$ cat src/rtl/i2c_eeprom_slave_if.sv
// I2C pin bundle between a bus master and the EEPROM responder.
// SDA_IN is the resolved pin level; SDA_OE is the responder's open-drain pull-down.
interface i2c_eeprom_slave_if;
  logic SCL;
  logic SDA_IN;
  logic SDA_OE;

  modport master (output SCL, output SDA_IN, input SDA_OE);
  modport slave  (input SCL, input SDA_IN, output SDA_OE);
endinterface

$ cat src/rtl/i2c_eeprom_slave.sv
// 24xx-style serial EEPROM responder: byte/sequential writes, random and
// current-address reads, bus sampled by CLK (no clock stretching).
module i2c_eeprom_slave #(
  parameter logic [6:0] DEV_ADDR  = 7'h50,
  parameter int         ADDR_BITS = 4
) (
  input  logic                 CLK,
  input  logic                 RESET,
  i2c_eeprom_slave_if.slave    bus,
  input  logic [ADDR_BITS-1:0] DBG_ADDR,
  output logic [7:0]           DBG_DATA,
  output logic [ADDR_BITS-1:0] PTR,
  output logic                 BUSY,
  output logic                 WR_STROBE,
  output logic                 RD_STROBE
);
  localparam int DEPTH = 1 << ADDR_BITS;

  localparam logic [3:0] S_IDLE     = 4'd0;
  localparam logic [3:0] S_DEVADDR  = 4'd1;
  localparam logic [3:0] S_DEVACK   = 4'd2;
  localparam logic [3:0] S_WORDADDR = 4'd3;
  localparam logic [3:0] S_WORDACK  = 4'd4;
  localparam logic [3:0] S_WRDATA   = 4'd5;
  localparam logic [3:0] S_WRACK    = 4'd6;
  localparam logic [3:0] S_RDDATA   = 4'd7;
  localparam logic [3:0] S_RDACK    = 4'd8;
  localparam logic [3:0] S_WAITSTOP = 4'd9;

  logic                 r_scl_s1, r_scl_s2, r_scl_d;
  logic                 r_sda_s1, r_sda_s2, r_sda_d;
  logic [3:0]           r_state;
  logic [3:0]           r_bit_cnt;
  logic [6:0]           r_shift;
  logic [7:0]           r_tx;
  logic                 r_rw;
  logic                 r_sda_oe;
  logic                 r_busy;
  logic                 r_wr_strobe;
  logic                 r_rd_strobe;
  logic [ADDR_BITS-1:0] r_ptr;
  logic [7:0]           r_mem [DEPTH];

  logic                 w_scl_rise, w_scl_fall, w_start, w_stop;
  logic [7:0]           w_byte;
  logic [ADDR_BITS-1:0] w_ptr_inc;

  assign w_scl_rise = r_scl_s2 & ~r_scl_d;
  assign w_scl_fall = ~r_scl_s2 & r_scl_d;
  assign w_start    = r_scl_s2 & r_scl_d & r_sda_d & ~r_sda_s2;
  assign w_stop     = r_scl_s2 & r_scl_d & ~r_sda_d & r_sda_s2;
  assign w_byte     = {r_shift, r_sda_s2};
  assign w_ptr_inc  = r_ptr + ADDR_BITS'(1);

  assign bus.SDA_OE = r_sda_oe;
  assign DBG_DATA   = r_mem[DBG_ADDR];
  assign PTR        = r_ptr;
  assign BUSY       = r_busy;
  assign WR_STROBE  = r_wr_strobe;
  assign RD_STROBE  = r_rd_strobe;

  always_ff @(posedge CLK or posedge RESET) begin
    if (RESET) begin
      // Synchronizers rest at the idle bus level so release never fakes an event
      r_scl_s1    <= 1'b1;
      r_scl_s2    <= 1'b1;
      r_scl_d     <= 1'b1;
      r_sda_s1    <= 1'b1;
      r_sda_s2    <= 1'b1;
      r_sda_d     <= 1'b1;
      r_state     <= S_IDLE;
      r_bit_cnt   <= '0;
      r_shift     <= '0;
      r_tx        <= '0;
      r_rw        <= 1'b0;
      r_sda_oe    <= 1'b0;
      r_busy      <= 1'b0;
      r_wr_strobe <= 1'b0;
      r_rd_strobe <= 1'b0;
      r_ptr       <= '0;
      for (int i = 0; i < DEPTH; i++) r_mem[i] <= '0;
    end else begin
      r_scl_s1    <= bus.SCL;
      r_scl_s2    <= r_scl_s1;
      r_scl_d     <= r_scl_s2;
      r_sda_s1    <= bus.SDA_IN;
      r_sda_s2    <= r_sda_s1;
      r_sda_d     <= r_sda_s2;
      r_wr_strobe <= 1'b0;
      r_rd_strobe <= 1'b0;

      if (w_stop) begin
        r_state   <= S_IDLE;
        r_sda_oe  <= 1'b0;
        r_busy    <= 1'b0;
        r_bit_cnt <= '0;
      end else if (w_start) begin
        r_state   <= S_DEVADDR;
        r_sda_oe  <= 1'b0;
        r_bit_cnt <= '0;
      end else begin
        case (r_state)
          S_DEVADDR, S_WORDADDR, S_WRDATA: begin
            if (w_scl_rise) begin
              r_shift   <= w_byte[6:0];
              r_bit_cnt <= r_bit_cnt + 4'd1;
              if (r_bit_cnt == 4'd7) begin
                r_bit_cnt <= '0;
                if (r_state == S_DEVADDR) begin
                  if (w_byte[7:1] == DEV_ADDR) begin
                    r_state <= S_DEVACK;
                    r_rw    <= w_byte[0];
                    r_busy  <= 1'b1;
                  end else begin
                    r_state <= S_WAITSTOP;
                    r_busy  <= 1'b0;
                  end
                end else if (r_state == S_WORDADDR) begin
                  r_ptr   <= w_byte[7 -: ADDR_BITS];
                  r_state <= S_WORDACK;
                end else begin
                  r_mem[r_ptr] <= w_byte;
                  r_wr_strobe  <= 1'b1;
                  r_ptr        <= w_ptr_inc;
                  r_state      <= S_WRACK;
                end
              end
            end
          end
          // First SCL fall drives the ACK low, the second ends it
          S_DEVACK, S_WORDACK, S_WRACK: begin
            if (w_scl_fall) begin
              if (!r_sda_oe) begin
                r_sda_oe <= 1'b1;
                if (r_state == S_DEVACK && r_rw) begin
                  r_tx        <= r_mem[r_ptr];
                  r_rd_strobe <= 1'b1;
                end
              end else if (r_state == S_DEVACK && r_rw) begin
                r_sda_oe  <= ~r_tx[7];
                r_tx      <= {r_tx[6:0], 1'b0};
                r_bit_cnt <= 4'd1;
                r_state   <= S_RDDATA;
              end else begin
                r_sda_oe  <= 1'b0;
                r_bit_cnt <= '0;
                r_state   <= (r_state == S_DEVACK) ? S_WORDADDR : S_WRDATA;
              end
            end
          end
          S_RDDATA: begin
            if (w_scl_fall) begin
              if (r_bit_cnt == 4'd8) begin
                r_sda_oe  <= 1'b0;
                r_bit_cnt <= '0;
                r_state   <= S_RDACK;
              end else begin
                r_sda_oe  <= ~r_tx[7];
                r_tx      <= {r_tx[6:0], 1'b0};
                r_bit_cnt <= r_bit_cnt + 4'd1;
              end
            end
          end
          S_RDACK: begin
            if (w_scl_rise) begin
              r_ptr <= w_ptr_inc;
              if (!r_sda_s2) begin
                r_tx        <= r_mem[w_ptr_inc];
                r_rd_strobe <= 1'b1;
                r_state     <= S_RDDATA;
              end else begin
                r_state <= S_WAITSTOP;
                r_busy  <= 1'b0;
              end
            end
          end
          default: ;
        endcase
      end
    end
  end
endmodule

$ cat src/flat_wrapper.sv
// flat-port wrapper written by rule: the top's interface ports become plain ports
module i2c_eeprom_slave_flat 
#(
  parameter logic [6:0] DEV_ADDR  = 7'h50,
  parameter int         ADDR_BITS = 4
)
  (CLK, RESET, DBG_ADDR, DBG_DATA, PTR, BUSY, WR_STROBE, RD_STROBE, bus_SCL, bus_SDA_IN, bus_SDA_OE);
  i2c_eeprom_slave_if bus_i ();
  input  logic CLK;
  input  logic RESET;
  input  logic [ADDR_BITS-1:0] DBG_ADDR;
  output logic [7:0] DBG_DATA;
  output logic [ADDR_BITS-1:0] PTR;
  output logic BUSY;
  output logic WR_STROBE;
  output logic RD_STROBE;
  input wire logic [$bits(bus_i.SCL)-1:0] bus_SCL;
  input wire logic [$bits(bus_i.SDA_IN)-1:0] bus_SDA_IN;
  output wire logic [$bits(bus_i.SDA_OE)-1:0] bus_SDA_OE;
  assign bus_i.SCL = bus_SCL;
  assign bus_i.SDA_IN = bus_SDA_IN;
  assign bus_SDA_OE = bus_i.SDA_OE;
  i2c_eeprom_slave #(.DEV_ADDR(DEV_ADDR), .ADDR_BITS(ADDR_BITS)) u_core (.CLK(CLK), .RESET(RESET), .bus(bus_i), .DBG_ADDR(DBG_ADDR), .DBG_DATA(DBG_DATA), .PTR(PTR), .BUSY(BUSY), .WR_STROBE(WR_STROBE), .RD_STROBE(RD_STROBE));
endmodule
$ cat config.mk
export PLATFORM = sky130hd
export DESIGN_NAME = i2c_eeprom_slave_flat
export DESIGN_NICKNAME = d
export VERILOG_FILES = /design/src/rtl/i2c_eeprom_slave_if.sv /design/src/rtl/i2c_eeprom_slave.sv /design/src/flat_wrapper.sv
export SDC_FILE = /design/constraint.sdc
export NUM_CORES = 1
export LEC_CHECK = 0
export ABC_AREA = 1
export BUFFER_PORTS_ARGS = -buffer_cell sky130_fd_sc_hd__buf_4
export CELL_PAD_IN_SITES_DETAIL_PLACEMENT = 2
export CELL_PAD_IN_SITES_GLOBAL_PLACEMENT = 2
export CORE_MARGIN = 4
export CORE_UTILIZATION = 32
export DETAILED_ROUTE_END_ITERATION = 8
export GPL_ROUTABILITY_DRIVEN = 0
export HOLD_SLACK_MARGIN = 0.1
export PLACE_DENSITY_LB_ADDON = 0.3
export RECOVER_POWER = 25
export SLEW_MARGIN = 40
export SYNTH_ARGS = -nofsm -noshare
export SYNTH_HDL_FRONTEND = slang
export SYNTH_SLANG_ARGS = --single-unit
$ cat constraint.sdc
create_clock -name CLK -period 5.2 [get_ports CLK]
set_input_delay 1.04 -clock CLK [delete_from_list [all_inputs] [get_ports CLK]]
set_output_delay 1.04 -clock CLK [all_outputs]
set_load 0.02 [all_outputs]
==> results by group, run 1 <==
Setup path
  – Worst setup startpoint: DBG_ADDR[0]
  – FF-to-FF Start: u_core.PTR[0]$_DFFE_PP0P_
  – R2r setup slk: 2.43 ns
  – Worst setup path class: in -> out
  – CP Capture Type: primary output
  – WP data arrival: 2.89 ns
  – Reg-to-Reg End: u_core.r_tx[1]$_DFFE_PP0P_
  – WP data required: 4.16 ns
  – CP startpoint kind: primary input
  – Worst R2R Path Depth: 11
  – Crit path to: DBG_DATA[3]
  – Worst-path fanout max: 82

Synthesis
  – Mean Syn Cell Area: 6.63 µm²
  – Synth Register Bits: 166
  – Mapped cell area: 10800 µm²
  – Ys flop type: dfrtp_1
  – Post-synth ARST share: 1.00
  – Yosys cell types: 33
  – Sequential fraction of the synthesis area: 0.384
  – Post-Syn Nets: 1648
  – Synth Warn #: 0
  – Mapped Cells: 1634
  – Post-synth EDFFs: 0

Routing
  – Via Count: 11200
  – Vias per inst: 5.45
  – Drc violations: 0
  – Detailed-router iteration count before antenna repair: 4
  – Routed wire per std cell: 21.8 µm
  – Total wire length: 44700 µm
  – Initial DRC count: 599
  – Antenna-violating nets left: 0

STA
  – Final Max Slew Viols: 86
  – Transition time of the tightest slew-check pin: 2.29 ns
  – Final Skew: 0.0107 ns
  – Final setup violation count: 0
  – Highest Clock Rate: 0.255 GHz
  – Post-route setup slack: 1.27 ns
  – Max transition margin: -0.524
  – Fin crit share: 0.755
  – Post-Route Setup TNS: 0 ns
  – Final Hold Viols: 0
  – Min Tclk post-route: 3.93 ns
  – Unrepaired setup endpoints after global routing: false

GRT
  – GRT Util Overall: 0.247
  – GRT overflow: 0
  – Initial antenna violation count: 0
  – Vias in the first global route: 12100
  – Largest net degree at the start of global routing: 87
  – First-pass GRT wire length: 69800 µm

Clock network
  – CTS tree: built
  – CTS Sinks: 166
  – Register clock-pin slew on the reported worst setup and hold paths: 0.07 ns
  – Root Buffer: clkbuf_16
  – TritonCTS buffer count: 17
  – Post-CTS setup buffers: 0
  – Max H-tree Level: 4
  – Worst-case clock buffer depth: 2
  – Worst-Skew Late Latency: 0.45 ns
  – Cts hold-fix bufs: 0
  – CTS resizes: 0

Placed design
  – Port Buf Inserts: 23
  – DP Wirelength: 29900 µm
  – Placed cell areas: 11200 µm²
  – Place WS: 1.28 ns

Outcome
  – Status: finished, violations left
  – Violated checks: max-capacitance violations, max-slew violations

Layout
  – Most frequent cells in the layout: nand2_1 (555), nand3_1 (184), inv_1 (167), dfrtp_1 (159), o21ai_0 (153)
  – Fill cell count: 4044
  – Count of nets after finishing: 1605
  – Fin area: 11900 µm²
  – Area growth from synthesis to layout: 9.49%
  – Commonest non-fill, non-tap cell in the layout: nand2_1
  – Antenna Cells: 0
  – Share of layout cells above drive strength 1: 0.0754

Pwr
  – Leak Pwr: 5.55 nW
  – Pwr Density: 484 nW/µm²
  – Overall power: 5.74 mW
  – Peak VDD IR: 0.444 mV

Floorplanning
  – Initial Utilization: 0.324
  – Chip Width: 192 µm
  – Top-Level Pins: 24
  – Cell Rows: 67
  – Core Area: 33400 µm²
  – Die footprint: 36900 µm²
  – Die height: 192 µm

Run
  – Max-Cap Viols: 1

Hold path
  – Hold depth: 0
  – Min-delay worst type: reg -> reg
[Yosys cell counts (2+ instances only)]
cell	count	area share
buf_6	15	0.016
clkbuf_1	69	0.024
a21oi_1	82	0.038
o211ai_1	13	0.0090
nor2_1	49	0.017
nor2_4	4	0.0042
nand3_1	184	0.085
o21ai_1	82	0.038
ha_1	6	0.0069
xor2_1	2	0.0016
dfstp_2	6	0.015
o221ai_1	14	0.011
o21ai_2	12	0.0097
nand2_4	4	0.0042
a31oi_1	2	0.0012
nand2_2	12	0.0069
buf_1	8	0.0028
o22ai_1	3	0.0017
inv_1	173	0.060
inv_2	2	0.00069
nand2_1	555	0.19
nand4_1	4	0.0023
o21ai_0	153	0.071
nand3_4	2	0.0032
buf_2	11	0.0051
dfrtp_1	160	0.37
[stage by stage]
step / hold WS [ns] / util / instances
2_1_floorplan: 0.345 / - / 1634
3_3_place_gp: 0.346 / 0.335 / 2019
3_5_place_dp: 0.350 / 0.336 / 2020
4_1_cts: 0.364 / 0.355 / 2052
5_1_grt: 0.374 / 0.355 / 2052
6_report: 0.366 / 0.355 / 2052
[kinds of logic after synthesis]
| group | synth area share |
|---|---|
| adder cells (fa/ha/maj) | 0.00693 |
| XOR/XNOR | 0.00243 |
| AND/OR/NAND/NOR | 0.316 |
| AO/OA/AOI/OAI | 0.182 |
| flip-flops | 0.384 |
| buffers and inverters | 0.108 |
[critical path, cell delays in order]
cell      delay [ns]
buf_4           0.57
buf_4           0.40
a21oi_1         0.10
o21ai_0         0.12
nand2_1         0.08
o221ai_1        0.23
nand2_1         0.13
buf_4           0.19
[worst min-delay path by stage]
stage | from | to | slack, ns
6_report | u_core.r_sda_s1$_DFF_PP1_ | u_core.r_sda_s2$_DFF_PP1_ | 0.37
5_1_grt | u_core.r_sda_s1$_DFF_PP1_ | u_core.r_sda_s2$_DFF_PP1_ | 0.37
4_1_cts | u_core.r_sda_s1$_DFF_PP1_ | u_core.r_sda_s2$_DFF_PP1_ | 0.36
3_5_place_dp | u_core.r_sda_s1$_DFF_PP1_ | u_core.r_sda_s2$_DFF_PP1_ | 0.35
3_3_place_gp | u_core.r_sda_s1$_DFF_PP1_ | u_core.r_sda_s2$_DFF_PP1_ | 0.35
2_1_floorplan | u_core.r_scl_s1$_DFF_PP1_ | u_core.r_scl_s2$_DFF_PP1_ | 0.35
[power by group]
group          internal (mW)  switching (mW)  total, mW  leakage, nW
Combinational          0.754            2.10       2.85         2.98
Clock                  0.818           0.589       1.41        0.300
Sequential              1.39          0.0972       1.48         2.27
Total                   2.96            2.78       5.74         5.55
[sequential cells by signal, indices dropped and copies added (netlist names), 4 cells and up]
| name | cells |
|---|---|
| u_core.r_mem | 128 |
| u_core.r_tx | 8 |
| u_core.r_bit_cnt | 4 |
| u_core.r_shift | 7 |
| u_core.r_state | 4 |
| u_core.PTR | 4 |
[metal layers]
metal | wire, µm | track usage
met2 | 22000 | 0.431
met3 | 1110 | 0.0264
met1 | 19900 | 0.313
met5 | 0 | 0
met4 | 1700 | 0.0996
[cell type report]
class / instances / area, µm² / share of cell area
tap: 448 / 561 / 0.0473
multi-input combinational: 1190 / 5520 / 0.465
sequential: 166 / 4170 / 0.351
clock buffer: 20 / 447 / 0.0377
clock inverter: 12 / 176 / 0.0149
timing repair buffer: 41 / 337 / 0.0284
inverter: 175 / 659 / 0.0556
(Power assumes the default switching activity.)
==> inputs of run 2 (changes only) <==
--- a/config.mk
+++ b/config.mk
@@ -10,7 +10,7 @@
 export CELL_PAD_IN_SITES_DETAIL_PLACEMENT = 2
 export CELL_PAD_IN_SITES_GLOBAL_PLACEMENT = 2
 export CORE_MARGIN = 4
-export CORE_UTILIZATION = 32
+export CORE_UTILIZATION = 36
 export DETAILED_ROUTE_END_ITERATION = 8
 export GPL_ROUTABILITY_DRIVEN = 0
 export HOLD_SLACK_MARGIN = 0.1
==> constraint.sdc (replaced) <==
create_clock -name CLK -period 3.93 [get_ports CLK]
set_input_delay 0.786 -clock CLK [delete_from_list [all_inputs] [get_ports CLK]]
set_output_delay 0.786 -clock CLK [all_outputs]
set_load 0.02 [all_outputs]
==> run 2 against run 1 <==
Net effect:
- first-iteration DRC count shrank 1.5%
- the run still ends with max-capacitance violations, max-slew violations left
- critical endpoint unchanged
- via count grew 0.94%
- total power grew 30%
- clock skew grew 0.0030 ns
- final cell count shrank 2.6%
- clock power grew 22%
- non-clock buffer count grew 5
==> results by group, run 2 (same netlist as run 1, synthesis figures left out) <==
Outcome
  – Status: finished, violations left (unchanged)
  – Violated checks: max-capacitance violations, max-slew violations (unchanged)

Layout
  – Fill cell count: 3650 (was 4044)
  – Multi-input logic area: 5510 µm² (was 5520 µm²)
  – Antenna Cells: 0 (unchanged)
  – Fin area: 11800 µm² (was 11900 µm²)
  – Reg with most FFs: u_core.r_mem (unchanged)
  – Area growth from synthesis to layout: 8.57% (was 9.49%)
  – Registers with the most flip-flops: u_core.r_mem (128), u_core.r_tx (8), u_core.r_shift (7) (unchanged)
  – Most frequent cells in the layout: nand2_1 (555), nand3_1 (184), inv_1 (169), dfrtp_1 (159), o21ai_0 (153) (was nand2_1 (555), nand3_1 (184), inv_1 (167), dfrtp_1 (159), o21ai_0 (153))
  – Max FFs per register: 128 (unchanged)
  – Count of nets after finishing: 1610 (was 1605)
  – Share of layout cells above drive strength 1: 0.0728 (was 0.0754)
  – Storage cell area: 4170 µm² (unchanged)
  – Commonest non-fill, non-tap cell in the layout: nand2_1 (unchanged)

Clock network
  – Root Buffer: clkbuf_16 (unchanged)
  – Max H-tree Level: 4 (unchanged)
  – Worst-Skew Late Latency: 0.46 ns (was 0.45 ns)
  – CTS resizes: 0 (unchanged)
  – Post-CTS setup buffers: 0 (unchanged)
  – CTS tree: built (unchanged)
  – CTS Sinks: 166 (unchanged)
  – Worst-case clock buffer depth: 2 (unchanged)
  – Cts hold-fix bufs: 0 (unchanged)
  – TritonCTS buffer count: 17 (unchanged)
  – Register clock-pin slew on the reported worst setup and hold paths: 0.07 ns (about the same)

Placed design
  – Place WS: 0.693 ns (was 1.28 ns)
  – Port Buf Inserts: 23 (unchanged)
  – Placed cell areas: 11200 µm² (about the same)
  – DP Wirelength: 30800 µm (was 29900 µm)

Run
  – Max-Cap Viols: 2 (was 1)

Setup path
  – Slowest stage delay, CP: 0.45 ns (was 0.57 ns)
  – Slowest-stage cell, CP: buf_4 (unchanged)
  – Worst-path fanout max: 63 (was 82)
  – WP data required: 3.14 ns (was 4.16 ns)
  – CP Capture Type: primary output (unchanged)
  – Worst setup startpoint: DBG_ADDR[0] (unchanged)
  – WP data arrival: 2.47 ns (was 2.89 ns)
  – Worst path cell trace: buf_4 > buf_4 > a21oi_1 > o21ai_0 > nand2_1 > o221ai_1 > nand2_1 > buf_4 (unchanged)
  – FF-to-FF Start: u_core.r_sda_s2$_DFF_PP1_ (was u_core.PTR[0]$_DFFE_PP0P_)
  – Critical Path Most Common Cell: buf_4 (unchanged)
  – Worst setup path class: in -> out (unchanged)
  – CP startpoint kind: primary input (unchanged)

GRT
  – First-pass GRT wire length: 70600 µm (was 69800 µm)
  – GRT overflow: 0 (unchanged)
  – Initial antenna violation count: 0 (unchanged)
  – Largest net degree at the start of global routing: 87 (unchanged)
  – GRT Util Overall: 0.272 (was 0.247)
  – Vias in the first global route: 12300 (was 12100)

Floorplanning
  – Cell Rows: 63 (was 67)
  – Initial Utilization: 0.366 (was 0.324)
  – Die height: 181 µm (was 192 µm)
  – Die footprint: 32900 µm² (was 36900 µm²)
  – Core Area: 29600 µm² (was 33400 µm²)
  – Chip Width: 181 µm (was 192 µm)
  – Top-Level Pins: 24 (unchanged)

Routing
  – Detailed-router iteration count before antenna repair: 5 (was 4)
  – Via Count: 11300 (was 11200)
  – Antenna-violating nets left: 0 (unchanged)
  – Routed wire per std cell: 22.2 µm (was 21.8 µm)
  – Vias per inst: 5.65 (was 5.45)
  – Drc violations: 0 (unchanged)
  – Initial DRC count: 590 (was 599)
  – Total wire length: 44400 µm (was 44700 µm)

STA
  – Unrepaired setup endpoints after global routing: false (unchanged)
  – Highest Clock Rate: 0.308 GHz
  – Final Max Slew Viols: 103 (was 86)
  – Min Hold Slack: 0.287 ns (was 0.366 ns)
  – Post-Route Setup TNS: 0 ns (unchanged)
  – Transition time of the tightest slew-check pin: 2.51 ns (was 2.29 ns)
  – Final setup violation count: 0 (unchanged)
  – Final Skew: 0.0137 ns (was 0.0107 ns)
  – Final Hold Viols: 0 (unchanged)
  – Min Tclk post-route: 3.25 ns
  – Post-route setup slack: 0.678 ns (was 1.27 ns)
  – Fin crit share: 0.827
  – Max transition margin: -0.672 (was -0.524)

Pwr
  – Leak Pwr: 5.53 nW (was 5.55 nW)
  – Overall power: 7.49 mW (was 5.74 mW)
  – Pwr Density: 636 nW/µm² (was 484 nW/µm²)
  – Peak VDD IR: 0.470 mV (was 0.444 mV)

Hold path
  – Min-delay worst type: in -> async (was reg -> reg)
==> run 2: cell count changes in the layout (fill, tap and decap cells not counted), moves of 2 or more <==
cell	previous run	this run
inv_1	167	169
clkinv_2	4	2
buf_6	3	1
inv_2	6	1
clkinv_1	0	3
clkbuf_1	2	4
clkinvlp_4	2	5
bufinv_16	4	2
buf_12	0	2
buf_4	33	37
==> run 2: final cells by class <==
class,count,share of cell area
Clock buffer,20,0.0380
Timing Repair Buffer,46,0.0310
Sequential cell,166,0.354
Tap cell,390,0.0415
Multi-Input combinational cell,1190,0.468
Clock inverter,11,0.0110
Inverter,175,0.0561
==> run 2: where the power goes <==
group / leakage, nW / switching (mW) / internal (mW)
combinational: 3.00 / 2.77 / 1.03
sequential: 2.27 / 0.131 / 1.83
clock: 0.264 / 0.768 / 0.950
==> run 2: path summary, 6_finish.rpt <==
| kind | end | slack, ns | cells past startpoint |
|---|---|---|---|
| max | DBG_DATA[3] | 0.68 | 8 |
| min | u_core.r_mem[114]$_DFFE_PP0P_ | 0.29 | 2 |
| max reg2reg | u_core.r_tx[5]$_DFFE_PP0P_ | 1.00 | 10 |
| min reg2reg | u_core.r_scl_s2$_DFF_PP1_ | 0.37 | 0 |
| max in group asynchronous | u_core.r_mem[52]$_DFFE_PP0P_ | 0.97 | 3 |
| min in group CLK | u_core.r_scl_s2$_DFF_PP1_ | 0.37 | 0 |
==> run 2: worst max-delay path, delay by kind of cell <==
kind	cells	cell delay, ns
buf+inv	3	0.98
compound gates	3	0.46
simple gates	2	0.18
==> run 2: metrics by stage <==
step	instances	util
final	1998	0.397
after global routing	1998	0.397
after CTS	1997	0.398
after detailed placement	1966	0.378
after global placement	1966	0.378
after floorplan	1634	-
==> run 2: layer usage <==
metal / share of wire / up-vias / track usage / routed length [µm]
li1: - / 5201 / - / -
met1: 0.43 / 5783 / 0.330 / 18900
met2: 0.51 / 209 / 0.489 / 22500
met3: 0.031 / 90 / 0.0355 / 1360
met4: 0.036 / 0 / 0.106 / 1580
met5: 0 / - / 0 / 0
==> inputs of run 3 (changes only) <==
==> constraint.sdc (replaced) <==
create_clock -name CLK -period 3.05 [get_ports CLK]
set_input_delay 0.61 -clock CLK [delete_from_list [all_inputs] [get_ports CLK]]
set_output_delay 0.61 -clock CLK [all_outputs]
set_load 0.02 [all_outputs]
==> run 3 against run 2 <==
Net effect:
- the flow still finishes with violations (max-capacitance violations, max-slew violations)
- sequential cell count did not move
- register-to-register slack got worse by 0.56 ns
- clock skew grew 0.00078 ns
- via count increased by 0.48%
- final cell count increased by 0.85%
- global-route usage fell by 0.064 points
- first-iteration DRC count rose by 6.9%
- critical path type unchanged
- largest power group unchanged
- highest routed layer unchanged
==> results by group, run 3 (same netlist as run 1, synthesis figures left out) <==
Outcome
  – Status: finished, violations left (unchanged)
  – Violated checks: max-capacitance violations, max-slew violations (unchanged)

Setup path
  – Worst R2R Path Depth: 12 (was 10)
  – Slowest-stage cell, CP: buf_4 (unchanged)
  – FF-to-FF Start: u_core.r_state[0]$_DFFE_PP0P_ (was u_core.r_sda_s2$_DFF_PP1_)
  – CP Capture Type: primary output (unchanged)
  – Worst path cell trace: buf_4 > buf_4 > nor2_1 > a21oi_1 > o21ai_0 > o221ai_1 > nand2_1 > buf_4 (was buf_4 > buf_4 > a21oi_1 > o21ai_0 > nand2_1 > o221ai_1 > nand2_1 > buf_4)
  – CP startpoint kind: primary input (unchanged)
  – Worst Path Buf+Inv: 3 (unchanged)
  – WP data required: 2.44 ns (was 3.14 ns)
  – Slowest stage delay, CP: 0.34 ns (was 0.45 ns)
  – Critical Path Most Common Cell: buf_4 (unchanged)
  – Critical path's top delay family: buffers and inverters (unchanged)
  – R2r setup slk: 0.44 ns (was 1.00 ns)
  – Reg-to-Reg End: u_core.r_tx[2]$_DFFE_PP0P_ (was u_core.r_tx[5]$_DFFE_PP0P_)
  – Worst-path fanout max: 37 (was 63)
  – Worst setup startpoint: DBG_ADDR[0] (unchanged)
  – Worst setup path class: in -> out (unchanged)
  – WP data arrival: 2.15 ns (was 2.47 ns)

Clock network
  – CTS tree: built (unchanged)
  – CTS Sinks: 166 (unchanged)
  – Worst-Skew Late Latency: 0.46 ns (about the same)
  – TritonCTS buffer count: 17 (unchanged)
  – CTS resizes: 0 (unchanged)
  – Register clock-pin slew on the reported worst setup and hold paths: 0.06 ns (was 0.07 ns)
  – Cts hold-fix bufs: 0 (unchanged)
  – Post-CTS setup buffers: 0 (unchanged)
  – Max H-tree Level: 4 (unchanged)
  – Root Buffer: clkbuf_16 (unchanged)
  – Worst-case clock buffer depth: 2 (unchanged)

Floorplanning
  – Die height: 181 µm (unchanged)
  – Initial Utilization: 0.366 (unchanged)
  – Chip Width: 181 µm (unchanged)
  – Core Area: 29600 µm² (unchanged)
  – Die footprint: 32900 µm² (unchanged)
  – Cell Rows: 63 (unchanged)
  – Top-Level Pins: 24 (unchanged)

STA
  – Final Hold Viols: 0 (unchanged)
  – Post-Route Setup TNS: 0 ns (unchanged)
  – Fin crit share: 0.905
  – Final Max Slew Viols: 99 (was 103)
  – Min Tclk post-route: 2.76 ns
  – Max transition margin: -0.291 (was -0.672)
  – Highest Clock Rate: 0.362 GHz
  – Unrepaired setup endpoints after global routing: false (unchanged)
  – Transition time of the tightest slew-check pin: 1.93 ns (was 2.51 ns)
  – Final Skew: 0.0145 ns (was 0.0137 ns)
  – Final setup violation count: 0 (unchanged)

Pwr
  – Peak VDD IR: 0.581 mV (was 0.470 mV)
  – Psw: 4.80 mW (was 3.67 mW)
  – Leak Pwr: 5.61 nW (was 5.53 nW)
  – Power Internal: 4.90 mW (was 3.82 mW)
  – Switch share: 0.495 (was 0.490)
  – Clock power frac: 0.220 (was 0.229)
  – Sequential power share: 0.259 (was 0.263)
  – Pwr Density: 817 nW/µm² (was 636 nW/µm²)
  – Combinational Power Share: 0.521 (was 0.508)

Layout
  – Fin area: 11900 µm² (was 11800 µm²)
  – Most frequent cells in the layout: nand2_1 (555), nand3_1 (184), inv_1 (172), dfrtp_1 (159), o21ai_0 (153) (was nand2_1 (555), nand3_1 (184), inv_1 (169), dfrtp_1 (159), o21ai_0 (153))
  – Registers with the most flip-flops: u_core.r_mem (128), u_core.r_tx (8), u_core.r_shift (7) (unchanged)
  – Antenna Cells: 0 (unchanged)
  – Reg with most FFs: u_core.r_mem (unchanged)
  – Count of nets after finishing: 1626 (was 1610)
  – Area growth from synthesis to layout: 9.63% (was 8.57%)
  – Share of layout cells above drive strength 1: 0.0818 (was 0.0728)
  – Fill cell count: 3680 (was 3650)
  – Max FFs per register: 128 (unchanged)
  – Commonest non-fill, non-tap cell in the layout: nand2_1 (unchanged)

GRT
  – Initial antenna violation count: 0 (unchanged)
  – Grt met2 use: 0.477 (was 0.489)
  – GRT overflow: 0 (unchanged)
  – M3 GR Usage: 0.0298 (was 0.0355)
  – Grt peak-use layer: met2 (unchanged)
  – Routing usage on met1: 0.342 (was 0.330)
  – Vias in the first global route: 12200 (was 12300)
  – First-pass GRT wire length: 70100 µm (was 70600 µm)
  – Largest net degree at the start of global routing: 107 (was 87)
  – GRT Util Overall: 0.271 (was 0.272)

Placed design
  – Placed cell areas: 11300 µm² (was 11200 µm²)
  – Port Buf Inserts: 23 (unchanged)
  – DP Wirelength: 31100 µm (was 30800 µm)

Routing
  – Initial DRC count: 631 (was 590)
  – Antenna-violating nets left: 0 (unchanged)
  – Detailed-router iteration count before antenna repair: 4 (was 5)
  – Drc violations: 0 (unchanged)
  – Via Count: 11300 (about the same)
  – Total wire length: 44500 µm (was 44400 µm)
  – Vias per inst: 5.63 (was 5.65)
  – Routed wire per std cell: 22.1 µm (was 22.2 µm)

Hold path
  – Min-delay worst type: in -> async (unchanged)

Run
  – Max-Cap Viols: 2 (unchanged)
==> run 3: cell count changes in the layout (fill, tap and decap cells not counted), moves of 2 or more <==
cell      before  now
buf_4         37   53
clkinv_4       3    1
clkinv_1       3    0
inv_1        169  172
==> run 3: per-layer routing <==
metal / vias up / routed length, µm / part of all wire
met4: 0 / 1600 / 0.036
met5: - / 0 / 0
met1: 5801 / 19400 / 0.44
met3: 91 / 1120 / 0.025
li1: 5247 / - / -
met2: 198 / 22400 / 0.50
==> run 3: area by class of cell <==
cell class	instances	area, µm²	area share
multi-input cells	1190	5510	0.464
flip-flops and latches	166	4170	0.351
inverters	175	659	0.0555
repair buffers	62	502	0.0422
well taps	390	488	0.0411
clock buffers	21	450	0.0379
clock inverters	11	103	0.00864
==> run 3: worst max-delay path by stage <==
stage	endpoint	slack, ns	cells past startpoint
after floorplan	u_core.BUSY$_DFFE_PP0P_	0.33	1
after global placement	DBG_DATA[7]	0.38	8
after detailed placement	DBG_DATA[7]	0.35	8
after CTS	DBG_DATA[5]	0.28	8
after global routing	u_core.r_mem[45]$_DFFE_PP0P_	0.16	3
final	DBG_DATA[5]	0.29	8
==> run 3: worst reg2reg max path, stage by stage (launching register included) <==
cell and delay (ns):
dfrtp_1 0.46, inv_1 0.11, nand2_1 0.06, nor2_1 0.49, nor2_1 0.16, nand2_1 0.18, nand2_1 0.07, inv_1 0.06
nand2_1 0.36, nor2_1 0.22, nand3_1 0.19, nand2_1 0.11, inv_1 0.04
==> run 3: power by group through the flow <==
stage	clock network [mW]	logic, mW	registers (mW)
finish	2.14	5.05	2.51
global route	2.28	5.58	2.53
CTS	2.18	5.04	2.51
detailed placement	0	4.96	2.55
global placement	0	4.74	2.54
floorplan	0	3.18	2.53
==> run 3: stage by stage <==
stage	utilization	hold WS, ns	power, mW	worst slack, ns	cells
6_report	0.401	0.184	9.70	0.289	2015
3_5_place_dp	0.383	0.349	7.50	0.350	1982
3_3_place_gp	0.383	0.346	7.28	0.383	1982
4_1_cts	0.401	0.241	9.73	0.277	2014
5_1_grt	0.401	0.216	10.4	0.164	2015
2_1_floorplan	-	0.345	5.71	0.332	1634
